$ cat src/rtl/qsys_gpio_scan_master.sv
// Avalon-MM master for the shield PIO: programs the OE register on enable, polls the
// pin register for masked changes (sticky IRQ) and forwards single host data writes.
module qsys_gpio_scan_master #(
  parameter logic [31:0] OE_INIT  = 32'h0000_0000,
  parameter logic [31:0] CHG_MASK = 32'h0FFF_FF3F,
  parameter int          PERIOD_W = 16
) (
  input  logic                csi_MCLK_clk,
  input  logic                rsi_MRST_reset,
  output logic [4:0]          avm_gpio_address,
  output logic [3:0]          avm_gpio_byteenable,
  output logic                avm_gpio_write,
  output logic                avm_gpio_read,
  output logic [31:0]         avm_gpio_writedata,
  input  logic [31:0]         avm_gpio_readdata,
  input  logic                avm_gpio_waitrequest,
  output logic                ins_INTRQ_irq,
  input  logic                coe_enable,
  input  logic [PERIOD_W-1:0] coe_period,
  input  logic                coe_wr_req,
  input  logic [31:0]         coe_wr_data,
  output logic                coe_wr_busy,
  output logic                coe_wr_ack,
  input  logic                coe_irq_clear,
  output logic [31:0]         coe_sample,
  output logic [31:0]         coe_change
);

  typedef enum logic [2:0] {
    IDLE,
    INIT_OE,
    WAIT,
    READ,
    WRITE
  } state_t;

  state_t              state_q;
  logic [PERIOD_W-1:0] cnt_q;
  logic [4:0]          addr_q;
  logic [3:0]          be_q;
  logic                write_q;
  logic                read_q;
  logic [31:0]         wdata_q;
  logic                wrPending_q;
  logic [31:0]         wrData_q;
  logic                wrAck_q;
  logic [31:0]         sample_q;
  logic [31:0]         change_q;
  logic                baseValid_q;

  logic [PERIOD_W-1:0] periodLoad;
  logic                readDone;
  logic [31:0]         chgSet;
  logic [31:0]         change_d;

  // Clear and a new change in the same cycle: the new bits survive the clear.
  always_comb begin
    periodLoad = (coe_period == '0) ? PERIOD_W'(1) : coe_period;
    readDone   = (state_q == READ) && read_q && !avm_gpio_waitrequest;
    chgSet     = baseValid_q ? ((avm_gpio_readdata ^ sample_q) & CHG_MASK) : 32'h0;
    change_d   = (coe_irq_clear ? 32'h0 : change_q) | (readDone ? chgSet : 32'h0);
  end

  always_ff @(posedge csi_MCLK_clk) begin
    if (rsi_MRST_reset) begin
      state_q     <= IDLE;
      cnt_q       <= '0;
      addr_q      <= 5'd0;
      be_q        <= 4'h0;
      write_q     <= 1'b0;
      read_q      <= 1'b0;
      wdata_q     <= 32'h0;
      wrPending_q <= 1'b0;
      wrData_q    <= 32'h0;
      wrAck_q     <= 1'b0;
      sample_q    <= 32'h0;
      change_q    <= 32'h0;
      baseValid_q <= 1'b0;
    end else begin
      wrAck_q  <= 1'b0;
      change_q <= change_d;

      if (coe_wr_req && !wrPending_q) begin
        wrPending_q <= 1'b1;
        wrData_q    <= coe_wr_data;
      end

      case (state_q)
        IDLE: begin
          if (coe_enable) begin
            state_q     <= INIT_OE;
            addr_q      <= 5'd1;
            write_q     <= 1'b1;
            be_q        <= 4'hF;
            wdata_q     <= OE_INIT;
            baseValid_q <= 1'b0;
          end
        end

        INIT_OE: begin
          if (!avm_gpio_waitrequest) begin
            write_q <= 1'b0;
            be_q    <= 4'h0;
            if (coe_enable) begin
              state_q <= WAIT;
              cnt_q   <= periodLoad;
            end else begin
              state_q <= IDLE;
            end
          end
        end

        WAIT: begin
          if (!coe_enable) begin
            state_q <= IDLE;
          end else if (cnt_q <= PERIOD_W'(1)) begin
            addr_q <= 5'd0;
            be_q   <= 4'hF;
            if (wrPending_q) begin
              state_q <= WRITE;
              write_q <= 1'b1;
              wdata_q <= wrData_q;
            end else begin
              state_q <= READ;
              read_q  <= 1'b1;
            end
          end else begin
            cnt_q <= cnt_q - PERIOD_W'(1);
          end
        end

        // Arriving from WRITE the strobe is still low: issue the poll one cycle later.
        READ: begin
          if (!read_q) begin
            if (coe_enable) begin
              read_q <= 1'b1;
              be_q   <= 4'hF;
              addr_q <= 5'd0;
            end else begin
              state_q <= IDLE;
            end
          end else if (!avm_gpio_waitrequest) begin
            read_q      <= 1'b0;
            be_q        <= 4'h0;
            sample_q    <= avm_gpio_readdata;
            baseValid_q <= 1'b1;
            if (coe_enable) begin
              state_q <= WAIT;
              cnt_q   <= periodLoad;
            end else begin
              state_q <= IDLE;
            end
          end
        end

        WRITE: begin
          if (!avm_gpio_waitrequest) begin
            write_q     <= 1'b0;
            be_q        <= 4'h0;
            wrAck_q     <= 1'b1;
            wrPending_q <= 1'b0;
            state_q     <= coe_enable ? READ : IDLE;
          end
        end

        default: state_q <= IDLE;
      endcase
    end
  end

  assign avm_gpio_address    = addr_q;
  assign avm_gpio_byteenable = be_q;
  assign avm_gpio_write      = write_q;
  assign avm_gpio_read       = read_q;
  assign avm_gpio_writedata  = wdata_q;
  assign ins_INTRQ_irq       = |change_q;
  assign coe_wr_busy         = wrPending_q;
  assign coe_wr_ack          = wrAck_q;
  assign coe_sample          = sample_q;
  assign coe_change          = change_q;

endmodule

$ cat config.mk
export PLATFORM = sky130hd
export DESIGN_NAME = qsys_gpio_scan_master
export DESIGN_NICKNAME = d
export VERILOG_FILES = /design/src/rtl/qsys_gpio_scan_master.sv
export SDC_FILE = /design/constraint.sdc
export NUM_CORES = 1
export LEC_CHECK = 0
export BUFFER_PORTS_ARGS = -buffer_cell sky130_fd_sc_hd__buf_2
export CAP_MARGIN = 40
export CORE_UTILIZATION = 50
export CTS_CLUSTER_SIZE = 30
export DETAILED_ROUTE_END_ITERATION = 16
export HOLD_SLACK_MARGIN = 0.15
export PLACE_DENSITY = 0.78
export RECOVER_POWER = 100
export SYNTH_ARGS = -nofsm -noshare
export SYNTH_HDL_FRONTEND = slang
export SYNTH_SLANG_ARGS = --single-unit
$ cat constraint.sdc
create_clock -name csi_MCLK_clk -period 2.72 [get_ports csi_MCLK_clk]
set_input_delay 0.136 -clock csi_MCLK_clk [delete_from_list [all_inputs] [get_ports csi_MCLK_clk]]
set_output_delay 0.136 -clock csi_MCLK_clk [all_outputs]
set_load 0.005 [all_outputs]
==> results.py <==
metrics = {
    "synth": {
        "synth.distinct_cells": 56,
        "syn_area_per_cell_um2": 8.00,
        "synth_ff_type": "dfxtp_1",
        "synthArstFlopShare_pct": 0,
        "synth_edf_count": 0,
        "synth_xor_area_share_pct": 3.54,
        "synth_seq_cells": 151,
        "yosysSeqAreaShare_pct": 45.3,
        "synth_adder_area_share_pct": 0.375,
        "synth_compound_area_share_pct": 21.6,
        "yosysWarnings": 0,
        "syn_area_mm2": 0.00668,
        "netlist_instances": 834,
        "synth_top_family_by_area": "simple AND/OR/NAND/NOR gates",
        "synthMuxAreaShare_pct": 0.150,
        "synthSimpleGateAreaFrac_pct": 21.7,
    },
    "power_and_ir_drop": {
        "power_frac_seq_pct": 42.6,
        "pwr-share-clk_pct": 46.1,
        "p_per_area_mw_per_mm2": 607,
        "power_switching_w": 0.00131,
        "leakage_nw": 3.57,
        "power_w": 0.00545,
        "switching_share_pct": 24.0,
        "vdd_drop_max_mv": 0.559,
        "power_frac_comb_pct": 11.4,
        "intPower_w": 0.00414,
    },
    "setup_path": {
        "path_buf_inv": 1,
        "worstPathMaxFanout": 33,
        "cp_slowest_cell": "clkbuf_2",
        "worstSetupPathType": "reg2reg",
        "crit_path_end_kind": "flop",
        "crit_chain": "or4_1 > nor2_1 > nand3_1 > a21oi_1 > clkbuf_2 > o32ai_1",
        "critical_path_required_ps": 2980,
        "max_stage_delay_ps": 620,
        "worstSetupStartpointType": "flop",
        "arrival_ps": 2630,
        "path_delay_family": "simple AND/OR/NAND/NOR gates",
    },
    "job": {
        "drv_cap": 0,
    },
    "sta": {
        "finalHoldViolCount": 0,
        "fin_tns_setup_ps": 0,
        "maxSlewViolCount": 0,
        "period_needed_ps": 2370,
        "rsz0062_at_grt": "false",
        "setup_viol": 0,
        "fin_crit_sh_pct": 87.0,
        "relSlewSlack_pct": 3.53,
        "fin_worst_skew_ps": 15.8,
        "clock.fmax_mhz": 423,
        "worstMarginPinSlew_ps": 1450,
    },
    "floorplanning": {
        "start_util_pct": 52.0,
        "core_area_mm2": 0.0128,
        "rows": 41,
        "die_area_mm2": 0.0138,
        "die_width_um": 118,
        "io_pins": 196,
        "fp.dieH_um": 118,
    },
    "route": {
        "via_per_inst": 5.44,
        "wl_um": 19200,
        "wl_per_cell_um": 15.3,
        "drtPass1Iterations": 7,
        "drc_errors": 0,
        "dr_total_vias": 6821,
        "drt_iter0_markers": 628,
        "route.antenna.remaining_nets": 0,
    },
    "clocking": {
        "clk_latency_ps": 420,
        "cts.sinks": 151,
        "tritoncts": "built",
        "cts_buffer_depth": 2,
        "cts_root_buffer": "clkbuf_16",
        "cts_buffers": 17,
        "cts_resized": 0,
        "h-tree-depth": 4,
        "path_clk_slew_ps": 60,
    },
    "grt": {
        "grt_usage_pct": 27.9,
        "grt_pass1_vias": 6536,
        "grt-ovfl-total": 0,
        "grt_pass1_wl_um": 31600,
        "grt_antenna_before_repair": 0,
        "grt_max_degree": 85,
    },
    "placed_design": {
        "io_buffers": 185,
        "dp_hpwl_um": 11200,
        "numPlacedInstances": 1144,
        "place.gp.congestion": 0.941,
    },
    "cells_and_area": {
        "diodes": 0,
        "drive_above_1_share_pct": 17.0,
        "postLayoutCoreUtil_pct": 69.9,
        "fin_nets": 1159,
        "layout.cells.non_filler": 1254,
        "syn2layout_area_growth_pct": 34.4,
    },
    "worst_hold_path": {
        "hold_class": "in2reg",
    },
    "status": {
        "run_status": "finished, final reports clean",
    },
}
==> power by group through the flow <==
stage	Combinational (W)	Sequential, W	Clock, W
final	0.000619	0.00232	0.00251
after CTS	0.000613	0.00232	0.00255
after global placement	0.000518	0.00236	0
after floorplan	0.000365	0.00235	0
after global routing	0.000679	0.00232	0.00265
after detailed placement	0.000521	0.00236	0
==> routing by layer <==
| metal | wire (µm) | track usage (%) |
|---|---|---|
| met5 | 0 | 0 |
| met4 | 645 | 13.4 |
| met3 | 1430 | 6.73 |
| met2 | 9190 | 46.3 |
| met1 | 7900 | 33.9 |
==> layout make-up <==
class	instances	area (µm²)
Sequential cell	151	3020
Timing Repair Buffer	282	1770
Fill cell	1043	3860
Tap cell	172	215
Clock inverter	10	168
Multi-Input combinational cell	581	3190
Clock buffer	20	467
Inverter	38	143
==> repair_timing <==
item	in CTS	in global routing
endpoints found under the hold margin	107	0
setup buffers	0	0
hold buffers	80	0
==> tightest hold or removal path, stage by stage <==
cell,delay [ps]
buf_2,180
a21oi_1,170
a311oi_1,70
==> cells in the mapped netlist (2+ instances only) <==
master	instances	area share, %
a21oi_1	115	8.6
a22oi_1	3	0.34
a311oi_1	2	0.26
a31oi_1	2	0.19
a41oi_1	2	0.26
and2_1	3	0.28
buf_1	4	0.22
buf_2	10	0.75
buf_4	13	1.5
clkbuf_1	45	2.5
dfxtp_1	151	45
ha_1	2	0.37
inv_1	38	2.1
nand2_1	184	10
nand2b_1	2	0.19
nand3_1	4	0.30
nor2_1	54	3.0
nor2b_1	30	2.8
nor3_1	9	0.67
nor3b_1	2	0.22
nor4_1	15	1.4
nor4_2	2	0.37
o21a_1	6	0.67
o21ai_0	9	0.67
o21bai_1	4	0.45
o221a_2	6	1.0
o311ai_0	13	1.7
o31a_1	4	0.52
o31ai_1	13	1.5
o32ai_1	33	4.3
or2_2	2	0.19
or4_1	3	0.34
xor2_1	26	3.4
==> registers in the layout, summed over array words and instances, names as in the netlist, 3 cells and up <==
| name | count |
|---|---|
| avm_gpio_byteenable | 4 |
| wrData_q | 32 |
| coe_change | 26 |
| cnt_q | 16 |
| state_q | 3 |
| coe_sample | 32 |
| avm_gpio_writedata | 32 |
==> cells in the final DEF (no fill, tap or decap), drive strengths merged, types with 13 or more instances in the layout <==
master       Yosys  routed
a21oi          116     116
nor4            18      18
o31ai           13      13
inv             38      40
xor2            26      26
dfxtp          151     151
nand2          184     184
dlygate4sd3      0      80
nor2            54      54
buf             28     139
nor2b           30      30
clkbuf          45      83
o311ai          13      13
o32ai           33      33
==> kinds of logic (layout without fill, tap and decap cells) <==
logic type,Yosys count,count (layout)
AO/OA/AOI/OAI,221,221
XOR/XNOR,27,27
adder cells (fa/ha/maj),2,2
buffers and inverters,111,350
flip-flops,151,151
multiplexers,1,1
other,1,10
AND/OR/NAND/NOR,320,320
==> through the flow <==
stage                     hold slack, ps  cell area, µm²  worst slack (ps)
final                                205            8970               355
after global routing                 227            8970               174
after CTS                            184            9080               486
after detailed placement             381            7640               489
after global placement               377            7640               527
after floorplan                      272            6710               838
==> worst paths after layout <==
check,startpoint,end,slack (ps),depth (start not counted)
setup / recovery,cnt_q[8],avm_gpio_writedata[0],350,6
hold / removal,coe_enable,state_q[1],210,3
setup reg to reg,cnt_q[8],avm_gpio_writedata[0],350,6
hold reg to reg,coe_sample[31],coe_sample[31],450,2
Power figures use the tool's default switching activity.
